===== config.mk =====
export PLATFORM = sky130hd
export DESIGN_NAME = clock_divider_ctrl_flat
export DESIGN_NICKNAME = d
export VERILOG_FILES = /design/src/rtl/clkdiv_pkg.sv /design/src/rtl/clock_divider_ctrl_if.sv /design/src/rtl/clock_divider_channel.sv /design/src/rtl/clock_divider_ctrl.sv /design/src/flat_wrapper.sv
export SDC_FILE = /design/constraint.sdc
export NUM_CORES = 1
export LEC_CHECK = 0
export CORE_MARGIN = 2
export CORE_UTILIZATION = 30
export DETAILED_ROUTE_END_ITERATION = 8
export PLACE_DENSITY = 0.43
export SKIP_LAST_GASP = 1
export SYNTH_ARGS = -nofsm -noshare
export SYNTH_HDL_FRONTEND = slang
export SYNTH_HIERARCHICAL = 1
export SYNTH_SLANG_ARGS = --single-unit
export TNS_END_PERCENT = 100

===== constraint.sdc =====
create_clock -name clk -period 2.1 [get_ports clk]
set_input_delay 0.21 -clock clk [delete_from_list [all_inputs] [get_ports clk]]
set_output_delay 0.21 -clock clk [all_outputs]
set_load 0.02 [all_outputs]

===== src/rtl/clkdiv_pkg.sv =====
// Shared constants, configuration request type and divide-value helper
// for the multi-channel clock-enable divider.
package clkdiv_pkg;

  localparam int     DFLT_N_CH  = 4;
  localparam int     DFLT_CNT_W = 32;
  localparam int     CH_W_MAX   = 8;
  localparam longint CLK_HZ     = 100_000_000;

  // D such that a channel toggles at f_hz: period 2*(D+1) clk cycles.
  function automatic logic [DFLT_CNT_W-1:0] div_for_hz(input longint clk_hz, input longint f_hz);
    return DFLT_CNT_W'(clk_hz / (2 * f_hz) - 1);
  endfunction

  // 72 Hz refresh rate at 100 MHz -> 694443
  localparam logic [DFLT_CNT_W-1:0] DFLT_DIV = div_for_hz(CLK_HZ, 72);

  typedef struct packed {
    logic [CH_W_MAX-1:0]   ch;
    logic [DFLT_CNT_W-1:0] div;
    logic                  en;
  } cfg_req_t;

endpackage


===== src/rtl/clock_divider_ctrl_if.sv =====
// Configuration valid/ready port: master drives a request, slave accepts
// it when cfg_ready is high for the addressed channel.
interface clock_divider_ctrl_if #(
  parameter int CH_W  = 2,
  parameter int CNT_W = 32
);
  logic             cfg_valid;
  logic             cfg_ready;
  logic [CH_W-1:0]  cfg_ch;
  logic [CNT_W-1:0] cfg_div;
  logic             cfg_en;

  modport master (output cfg_valid, cfg_ch, cfg_div, cfg_en, input cfg_ready);
  modport slave  (input cfg_valid, cfg_ch, cfg_div, cfg_en, output cfg_ready);
endinterface


===== src/rtl/clock_divider_channel.sv =====
// One divider channel: free-running counter, pending-update registers and
// the park logic that keeps reconfiguration glitch-free.
module clock_divider_channel
  import clkdiv_pkg::*;
#(
  parameter int               CNT_W   = DFLT_CNT_W,
  parameter logic [CNT_W-1:0] DEF_DIV = CNT_W'(DFLT_DIV)
) (
  input  logic             clk,
  input  logic             rst_n,
  input  logic             i_sync,
  input  logic             i_acc,
  input  logic [CNT_W-1:0] i_div,
  input  logic             i_en,
  output logic             o_out,
  output logic             o_tick,
  output logic             o_busy
);

  logic [CNT_W-1:0] r_cnt;
  logic [CNT_W-1:0] r_div;
  logic [CNT_W-1:0] r_pend_div;
  logic             r_pend_en;
  logic             r_en;
  logic             r_out;
  logic             r_tick;
  logic             r_busy;
  logic             w_term;

  assign w_term = (r_cnt == r_div);

  always_ff @(posedge clk or negedge rst_n) begin
    if (!rst_n) begin
      r_cnt      <= '0;
      r_div      <= DEF_DIV;
      r_pend_div <= '0;
      r_pend_en  <= 1'b0;
      r_en       <= 1'b1;
      r_out      <= 1'b0;
      r_tick     <= 1'b0;
      r_busy     <= 1'b0;
    end else begin
      r_tick <= 1'b0;
      if (i_sync) begin
        r_cnt <= '0;
        r_out <= 1'b0;
        if (r_busy) begin
          r_div  <= r_pend_div;
          r_en   <= r_pend_en;
          r_busy <= 1'b0;
        end
      end else if (r_en) begin
        if (w_term) begin
          r_cnt <= '0;
          // Disabling only lands on a falling toggle so the high phase is never cut short.
          if (r_busy && !r_pend_en && r_out) begin
            r_out  <= 1'b0;
            r_en   <= 1'b0;
            r_div  <= r_pend_div;
            r_busy <= 1'b0;
          end else begin
            r_out  <= !r_out;
            r_tick <= !r_out;
            if (r_busy && r_pend_en) begin
              r_div  <= r_pend_div;
              r_busy <= 1'b0;
            end
          end
        end else begin
          r_cnt <= r_cnt + CNT_W'(1);
        end
      end else if (r_busy) begin
        r_div  <= r_pend_div;
        r_en   <= r_pend_en;
        r_cnt  <= '0;
        r_out  <= 1'b0;
        r_busy <= 1'b0;
      end
      // An accept only happens while idle, so it never races the clears above.
      if (i_acc) begin
        r_pend_div <= i_div;
        r_pend_en  <= i_en;
        r_busy     <= 1'b1;
      end
    end
  end

  assign o_out  = r_out;
  assign o_tick = r_tick;
  assign o_busy = r_busy;

endmodule


===== src/rtl/clock_divider_ctrl.sv =====
// Multi-channel divider controller: config handshake decode, per-channel
// accept fan-out and global sync distribution.
module clock_divider_ctrl
  import clkdiv_pkg::*;
#(
  parameter int               N_CH    = DFLT_N_CH,
  parameter int               CNT_W   = DFLT_CNT_W,
  parameter logic [CNT_W-1:0] DEF_DIV = CNT_W'(DFLT_DIV),
  parameter int               CH_W    = (N_CH > 1) ? $clog2(N_CH) : 1
) (
  input  logic                 clk,
  input  logic                 rst_n,
  clock_divider_ctrl_if.slave  cfg,
  input  logic                 sync_i,
  output logic [N_CH-1:0]      div_out,
  output logic [N_CH-1:0]      tick_o,
  output logic [N_CH-1:0]      busy_o
);

  cfg_req_t                w_req;
  logic [(1<<CH_W)-1:0]    w_busy_ext;
  logic [N_CH-1:0]         w_acc;
  logic                    w_fire;

  assign w_req.ch  = CH_W_MAX'(cfg.cfg_ch);
  assign w_req.div = DFLT_CNT_W'(cfg.cfg_div);
  assign w_req.en  = cfg.cfg_en;

  // Unpopulated channel slots read as idle, so stray addresses are accepted and dropped.
  always_comb begin
    w_busy_ext             = '0;
    w_busy_ext[N_CH-1:0]   = busy_o;
  end

  assign cfg.cfg_ready = !w_busy_ext[cfg.cfg_ch];
  assign w_fire        = cfg.cfg_valid && cfg.cfg_ready;

  for (genvar i = 0; i < N_CH; i++) begin : g_ch
    assign w_acc[i] = w_fire && (w_req.ch == CH_W_MAX'(i));

    clock_divider_channel #(
      .CNT_W   (CNT_W),
      .DEF_DIV (DEF_DIV)
    ) u_ch (
      .clk    (clk),
      .rst_n  (rst_n),
      .i_sync (sync_i),
      .i_acc  (w_acc[i]),
      .i_div  (CNT_W'(w_req.div)),
      .i_en   (w_req.en),
      .o_out  (div_out[i]),
      .o_tick (tick_o[i]),
      .o_busy (busy_o[i])
    );
  end

endmodule

===== src/flat_wrapper.sv =====
// flat-port wrapper written by rule: the top's interface ports become plain ports
module clock_divider_ctrl_flat import clkdiv_pkg::*;
#(
  parameter int               N_CH    = DFLT_N_CH,
  parameter int               CNT_W   = DFLT_CNT_W,
  parameter logic [CNT_W-1:0] DEF_DIV = CNT_W'(DFLT_DIV),
  parameter int               CH_W    = (N_CH > 1) ? $clog2(N_CH) : 1
)
  (clk, rst_n, sync_i, div_out, tick_o, busy_o, cfg_cfg_valid, cfg_cfg_ch, cfg_cfg_div, cfg_cfg_en, cfg_cfg_ready);
  clock_divider_ctrl_if #(.CH_W(CH_W), .CNT_W(CNT_W)) cfg_i ();
  input  logic clk;
  input  logic rst_n;
  input  logic sync_i;
  output logic [N_CH-1:0] div_out;
  output logic [N_CH-1:0] tick_o;
  output logic [N_CH-1:0] busy_o;
  input wire logic [$bits(cfg_i.cfg_valid)-1:0] cfg_cfg_valid;
  input wire logic [$bits(cfg_i.cfg_ch)-1:0] cfg_cfg_ch;
  input wire logic [$bits(cfg_i.cfg_div)-1:0] cfg_cfg_div;
  input wire logic [$bits(cfg_i.cfg_en)-1:0] cfg_cfg_en;
  output wire logic [$bits(cfg_i.cfg_ready)-1:0] cfg_cfg_ready;
  assign cfg_i.cfg_valid = cfg_cfg_valid;
  assign cfg_i.cfg_ch = cfg_cfg_ch;
  assign cfg_i.cfg_div = cfg_cfg_div;
  assign cfg_i.cfg_en = cfg_cfg_en;
  assign cfg_cfg_ready = cfg_i.cfg_ready;
  clock_divider_ctrl #(.N_CH(N_CH), .CNT_W(CNT_W), .DEF_DIV(DEF_DIV), .CH_W(CH_W)) u_core (.clk(clk), .rst_n(rst_n), .cfg(cfg_i), .sync_i(sync_i), .div_out(div_out), .tick_o(tick_o), .busy_o(busy_o));
endmodule

* Word level (Yosys, flattened, before mapping) *
Index checks and enable logic that the tools add are counted.

operators by class
  add/subtract/negate cells = 4
  $lt $le $gt $ge = 1
  equality and inequality tests = 27
  multiplexer cells = 122
  reduce and logical (&&, ||, !) cells = 43

operator list
  kind                                                                  count
  32-bit 2-to-1 mux                                                     40
  32-bit by 1-bit adder with 32-bit output, second input constant       4
  32-bit == test                                                        4
  1-bit 2-to-1 mux                                                      81
  2-bit AND reduction                                                   12
  5-bit by 3-bit != test with 1-bit output, second input constant       4
  1-bit logical AND                                                     17
  4-bit by 2-bit != test with 1-bit output, second input constant       4
  4-bit by 3-bit != test with 1-bit output, second input constant       4
  3-bit by 2-bit != test with 1-bit output, second input constant       4
  3-bit nonzero test                                                    4
  1-bit zero test                                                       9
  8-bit zero test                                                       1
  2-bit by 1-bit != test with 1-bit output, second input constant       4
  2-bit == test, second input constant                                  2
  2-bit by 3-bit < comparator with 1-bit output, second input constant  1
  1-bit binary-select mux with 2-bit select                             1
  2-bit by 1-bit == test with 1-bit output, second input constant       1

storage, ports and cells
  bits in registers = 404
  input bits = 39
  output and inout port bits = 13
  word-level logic and storage cells = 229

* Logic depth before layout (Yosys ltp) *
  depth after elaboration = 8
  mapped depth = 7
  depth with buffers taken out = 6

* Hierarchy *
Netlist, hierarchy kept.

by module, submodules not included
  module                                           times used  cells each  area an instance (µm²)  sequential area each (µm²)
  clock_divider_channel (u_core.g_ch[0].u_ch ...)  3           548         5475.3                  2541.2
  clock_divider_channel (u_core.g_ch[3].u_ch)      1           563         5580.4                  2541.2
  clock_divider_ctrl                               1           7           63.8                    0.0

* Worst setup path after synthesis *
OpenSTA, ideal clock, no wires.

  path kind = flip-flop to flip-flop
  from = register u_core.g_ch[0].u_ch.r_busy
  to = register u_core.g_ch[0].u_ch.r_pend_div[10]
  setup time = 0.125 ns
  arrival = 1.768 ns
  required time = 1.975 ns
  path slack = 0.207 ns
  stages on the path, launching flop included = 5
  period minus slack after synthesis = 1.893 ns
  path through = dfrtp_1 nor4b_1 clkbuf_1 clkbuf_1 mux2_2

on the way
  word-level cells in the longest chain between the ends = 5

RTL lines
  element                                    line                         text
  start: declaration                         clock_divider_channel.sv:27  logic r_busy;
  start signal: assignment                   clock_divider_channel.sv:41  r_busy <= 1'b0;
  start signal: assignment                   clock_divider_channel.sv:50  r_busy <= 1'b0;
  start signal: assignment                   clock_divider_channel.sv:60  r_busy <= 1'b0;
  1-bit binary-select mux with 2-bit select  clock_divider_ctrl.sv:35     assign cfg.cfg_ready = !w_busy_ext[cfg.cfg_ch];
  1-bit 2-to-1 mux (implied by the code)     clock_divider_ctrl.sv:35
  1-bit zero test                            clock_divider_ctrl.sv:35
  1-bit logical AND                          clock_divider_ctrl.sv:36     assign w_fire = cfg.cfg_valid && cfg.cfg_ready;
  1-bit logical AND                          clock_divider_ctrl.sv:39     assign w_acc[i] = w_fire && (w_req.ch == CH_W_MAX'(i));
  named net u_core.w_acc[0]                  clock_divider_ctrl.sv:22     logic [N_CH-1:0] w_acc;
  end signal: assignment                     clock_divider_channel.sv:81  r_pend_div <= i_div;
  end: declaration                           clock_divider_channel.sv:22  logic [CNT_W-1:0] r_pend_div;

The timed path passes the listed nets, and every way through them passes these cells. The select of a mux whose other input is x is not followed.
A chain may end at the register's enable or synchronous reset.

* Final worst setup path *
  from = register u_core.g_ch[1].u_ch.r_cnt[8]
  to = register u_core.g_ch[1].u_ch.r_cnt[0]

on the way
  word-level cells in the longest chain between the ends = 4

RTL lines
  element                   line                         text
  start: declaration        clock_divider_channel.sv:20  logic [CNT_W-1:0] r_cnt;
  start signal: assignment  clock_divider_channel.sv:70  r_cnt <= r_cnt + CNT_W'(1);
  32-bit == test            clock_divider_channel.sv:30  assign w_term = (r_cnt == r_div);
  32-bit 2-to-1 mux         clock_divider_channel.sv:53  if (w_term) begin
  32-bit 2-to-1 mux         clock_divider_channel.sv:52  end else if (r_en) begin
  32-bit 2-to-1 mux         clock_divider_channel.sv:44  if (i_sync) begin

No other way between the ends.

==> results.sh <==
export IMPL_initial_core_util_pct=30.3
export IMPL_crit_type="reg2reg"
export IMPL_ir_drop_mv=0.565
export IMPL_drv_cap=0
export IMPL_drcViolationCount=0
export IMPL_synthTopCellsByCount="360 x dfrtp_1, 238 x a21oi_1, 204 x xor2_1, 168 x nand2_1, 145 x inv_1"
export IMPL_synth_edf_count=0
export IMPL_hp_class="in2async"
export IMPL_grt_pass1_wl_mm=108
export IMPL_grt_util_all_layers_pct=18.2
export IMPL_cp_end_kind="flip-flop"
export IMPL_die_area_mm2=0.0758
export IMPL_drive_above_1_share_pct=27.5
export IMPL_power_density_mw_per_mm2=846
export IMPL_antenna_cells=0
export IMPL_synth_cells=2214
export IMPL_async_flop_share_pct=100
export IMPL_total_power_uw=23900
export IMPL_hold_viol=0
export IMPL_synthMostInstantiatedCell="dfrtp_1"
export IMPL_die_w_um=275
export IMPL_syn_num_nets=2257
export IMPL_leakagePower_uw=0.0115
export IMPL_antenna_found_initial=1
export IMPL_path_max_fanout=12
export IMPL_synth_area_mm2=0.0221
export IMPL_fmax_mhz=470
export IMPL_required_ns=2.56
export IMPL_portBuffers=51
export IMPL_num_nets_final=2451
export IMPL_dr_total_vias=18300
export IMPL_arrival_ns=2.59
export IMPL_setup_violations=29
export IMPL_ff2ff_path_depth=8
export IMPL_ios=52
export IMPL_yosys_warnings=6
export IMPL_worst_pin_slew_ns=0.892
export IMPL_cts_tree="built"
export IMPL_rows=99
export IMPL_cts_sinks=404
export IMPL_fin_cells=3405
export IMPL_synthTopCellsByArea="dfrtp_1 41%, xor2_1 8.1%, mux2_2 6.7%, a21oi_1 5.4%, dfstp_2 5.2%"
export IMPL_relSlewSlack_pct=40.5
export IMPL_p_int_uw=16600
export IMPL_r2r_start="u_core/g_ch[1].u_ch/r_cnt[8]"
export IMPL_synthFlopType="dfrtp_1"
export IMPL_combinationalPowerShare_pct=20.8
export IMPL_dr_pass1_iters=6
export IMPL_sequentialPowerShare_pct=42.0
export IMPL_start_kind="flip-flop"
export IMPL_wl_per_cell_um=21.1
export IMPL_clk_pin_slew_ns=0.06
export IMPL_dp_hpwl_mm=46.2
export IMPL_violations="setup timing"
export IMPL_drtIter0Drc=1327
export IMPL_synth_top_cell_area_share_pct=40.8
export IMPL_cp_slowest_cell="dfrtp_1"
export IMPL_post_route_util_pct=38.7
export IMPL_antenna_left=0
export IMPL_reg2reg_to="u_core/g_ch[1].u_ch/r_cnt[0]"
export IMPL_rsz0062_at_grt="true"
export IMPL_ys_seq_elements=404
export IMPL_swShare_pct=30.4
export IMPL_period_needed_ns=2.13
export IMPL_viasPerCell=5.39
export IMPL_totalWireLength_mm=71.8
export IMPL_synth_avg_cell_area_um2=9.97
export IMPL_post_route_period_util_pct=101
export IMPL_routabilityCongestion=0.787
export IMPL_drv_slew=0
export IMPL_yosysUniqueCellTypes=51
export IMPL_crit_path_max_incr_delay_ns=0.43
export IMPL_path_cells="xor2_1 -> nor4_2 -> buf_4 -> nand4_1 -> buf_6 -> o21ai_4 -> clkbuf_16 -> mux2i_1"
export IMPL_cts_buffers=49
export IMPL_status="finished with violations"
export IMPL_grt_max_degree=76
export IMPL_clk_latency_ns=0.58
export IMPL_grt_overflow=0
export IMPL_power_clock_fraction_pct=37.3
export IMPL_skew_ns=0.0127
export IMPL_die_y_um=275
export IMPL_clock_path_buffers=3
export IMPL_cts_root_buffer_cell="clkbuf_16"
export IMPL_synth_yosys_seq_area_share_pct=46.1
export IMPL_synth_top_area_cell="dfrtp_1"
export IMPL_dp_cells=3280
export IMPL_htreeDepth=2
export IMPL_rrSetupSlack_ns=-0.03
export IMPL_setup_ws_ns=-0.0288
export IMPL_area_growth_syn_to_layout_pct=27.8
export IMPL_first_global_vias=17500
export IMPL_core_area_mm2=0.0728
export IMPL_p_switching_uw=7250
-- critical path: cells and delay by family, from the launching register on --
family / cells / cell delay [ns]
AOI/OAI and AO/OA: 1 / 0.27
xor gates and xnor gates: 1 / 0.20
DFF: 1 / 0.43
muxes: 1 / 0.07
buffers and inverters: 3 / 0.59
and+or+nand+nor: 2 / 0.44
-- through the flow --
step | hold WS, ns | worst slack (ns) | instance area [um2] | TNS [ns]
global route | 0.136 | -0.125 | 28200 | -8.95
detailed placement | 0.154 | -0.190 | 25300 | -2.85
finish | 0.130 | -0.0288 | 28200 | -0.288
floorplan | -0.0856 | 0.207 | 22100 | 0
global placement | 0.151 | -0.0974 | 25300 | -2.16
CTS | 0.108 | -0.134 | 27000 | -0.134
-- per-layer routing --
| metal | GRT usage [%] | wire length (um) |
|---|---|---|
| met1 | 25.9 | 34100 |
| met5 | 0 | 0 |
| met2 | 28.9 | 33600 |
| met3 | 2.11 | 2030 |
| met4 | 5.70 | 2070 |
-- area by class of cell --
class | count | area [um2]
Tap cell | 959 | 1200
Clock buffer | 70 | 1450
Clock inverter | 19 | 228
Fill cell | 7210 | 44600
Multi-Input combinational cell | 1490 | 11300
Inverter | 145 | 544
Sequential cell | 404 | 10200
Timing Repair Buffer | 318 | 3300
-- flip-flops by register name (all words and copies together), names as in the netlist --
register / flops
u_core/g_ch.u_ch/r_pend_div: 128
u_core/g_ch.u_ch/o_out: 4
u_core/g_ch.u_ch/r_pend_en: 4
u_core/g_ch.u_ch/o_tick: 4
u_core/g_ch.u_ch/r_div: 128
u_core/g_ch.u_ch/r_en: 4
u_core/g_ch.u_ch/r_cnt: 128
u_core/g_ch.u_ch/o_busy: 4
-- layout by cell type, fill, tap and decap left out, drive strengths merged, types with 11 or more instances in the layout --
| master | synthesis | final |
|---|---|---|
| dfstp | 44 | 44 |
| nand4 | 50 | 50 |
| o21ai | 14 | 14 |
| and4 | 27 | 27 |
| inv | 145 | 145 |
| nor4 | 47 | 47 |
| xor2 | 204 | 204 |
| xnor2 | 37 | 37 |
| nor3 | 21 | 21 |
| o211ai | 128 | 128 |
| nand2 | 172 | 172 |
| and3 | 22 | 22 |
| clkdlybuf4s50 | 0 | 46 |
| buf | 46 | 257 |
| o22ai | 132 | 132 |
| nand3 | 44 | 44 |
| a21oi | 240 | 240 |
| dfrtp | 360 | 360 |
| nor2 | 23 | 23 |
| clkbuf | 129 | 81 |
| o311ai | 132 | 132 |
| mux2 | 132 | 132 |
| clkinv | 0 | 11 |
-- cells by family after synthesis --
logic type	count (synthesis)	synth area share (%)
AOI/OAI and AO/OA	667	19.9
and+or+nand+nor	437	10.9
DFF	404	46.1
buffers and inverters	320	6.16
xor gates and xnor gates	241	9.56
muxes	141	7.20
adders and majority gates	4	0.227
-- power groups by stage --
| stage | registers [uW] | logic [uW] | clock network, uW |
|---|---|---|---|
| floorplan | 9770 | 3030 | 0 |
| global placement | 10100 | 4390 | 0 |
| detailed placement | 10100 | 4500 | 0 |
| CTS | 9990 | 4540 | 9150 |
| global route | 10200 | 5440 | 9480 |
| finish | 10000 | 4950 | 8890 |
-- what timing repair did --
action	4_1_cts	5_1_grt
hold buffers	1	0
resized for setup	7	131
pin swaps	0	79
hold endpoints to repair	312	0
setup buffers	2	18
gates cloned	0	15
setup endpoints to repair	111	248
-- worst max path at each step --
stage / from / end / cells past startpoint
after floorplan: u_core/g_ch[0].u_ch/o_busy / u_core/g_ch[0].u_ch/r_pend_div[10] / 4
after global placement: sync_i / u_core/g_ch[3].u_ch/r_cnt[29] / 8
after detailed placement: sync_i / u_core/g_ch[3].u_ch/r_cnt[29] / 8
after CTS: u_core/g_ch[3].u_ch/o_busy / cfg_cfg_ready / 3
after global routing: u_core/g_ch[2].u_ch/r_div[24] / u_core/g_ch[2].u_ch/r_cnt[0] / 9
final: u_core/g_ch[1].u_ch/r_cnt[8] / u_core/g_ch[1].u_ch/r_cnt[0] / 8
Note: power is estimated with default switching activity, not from simulation.
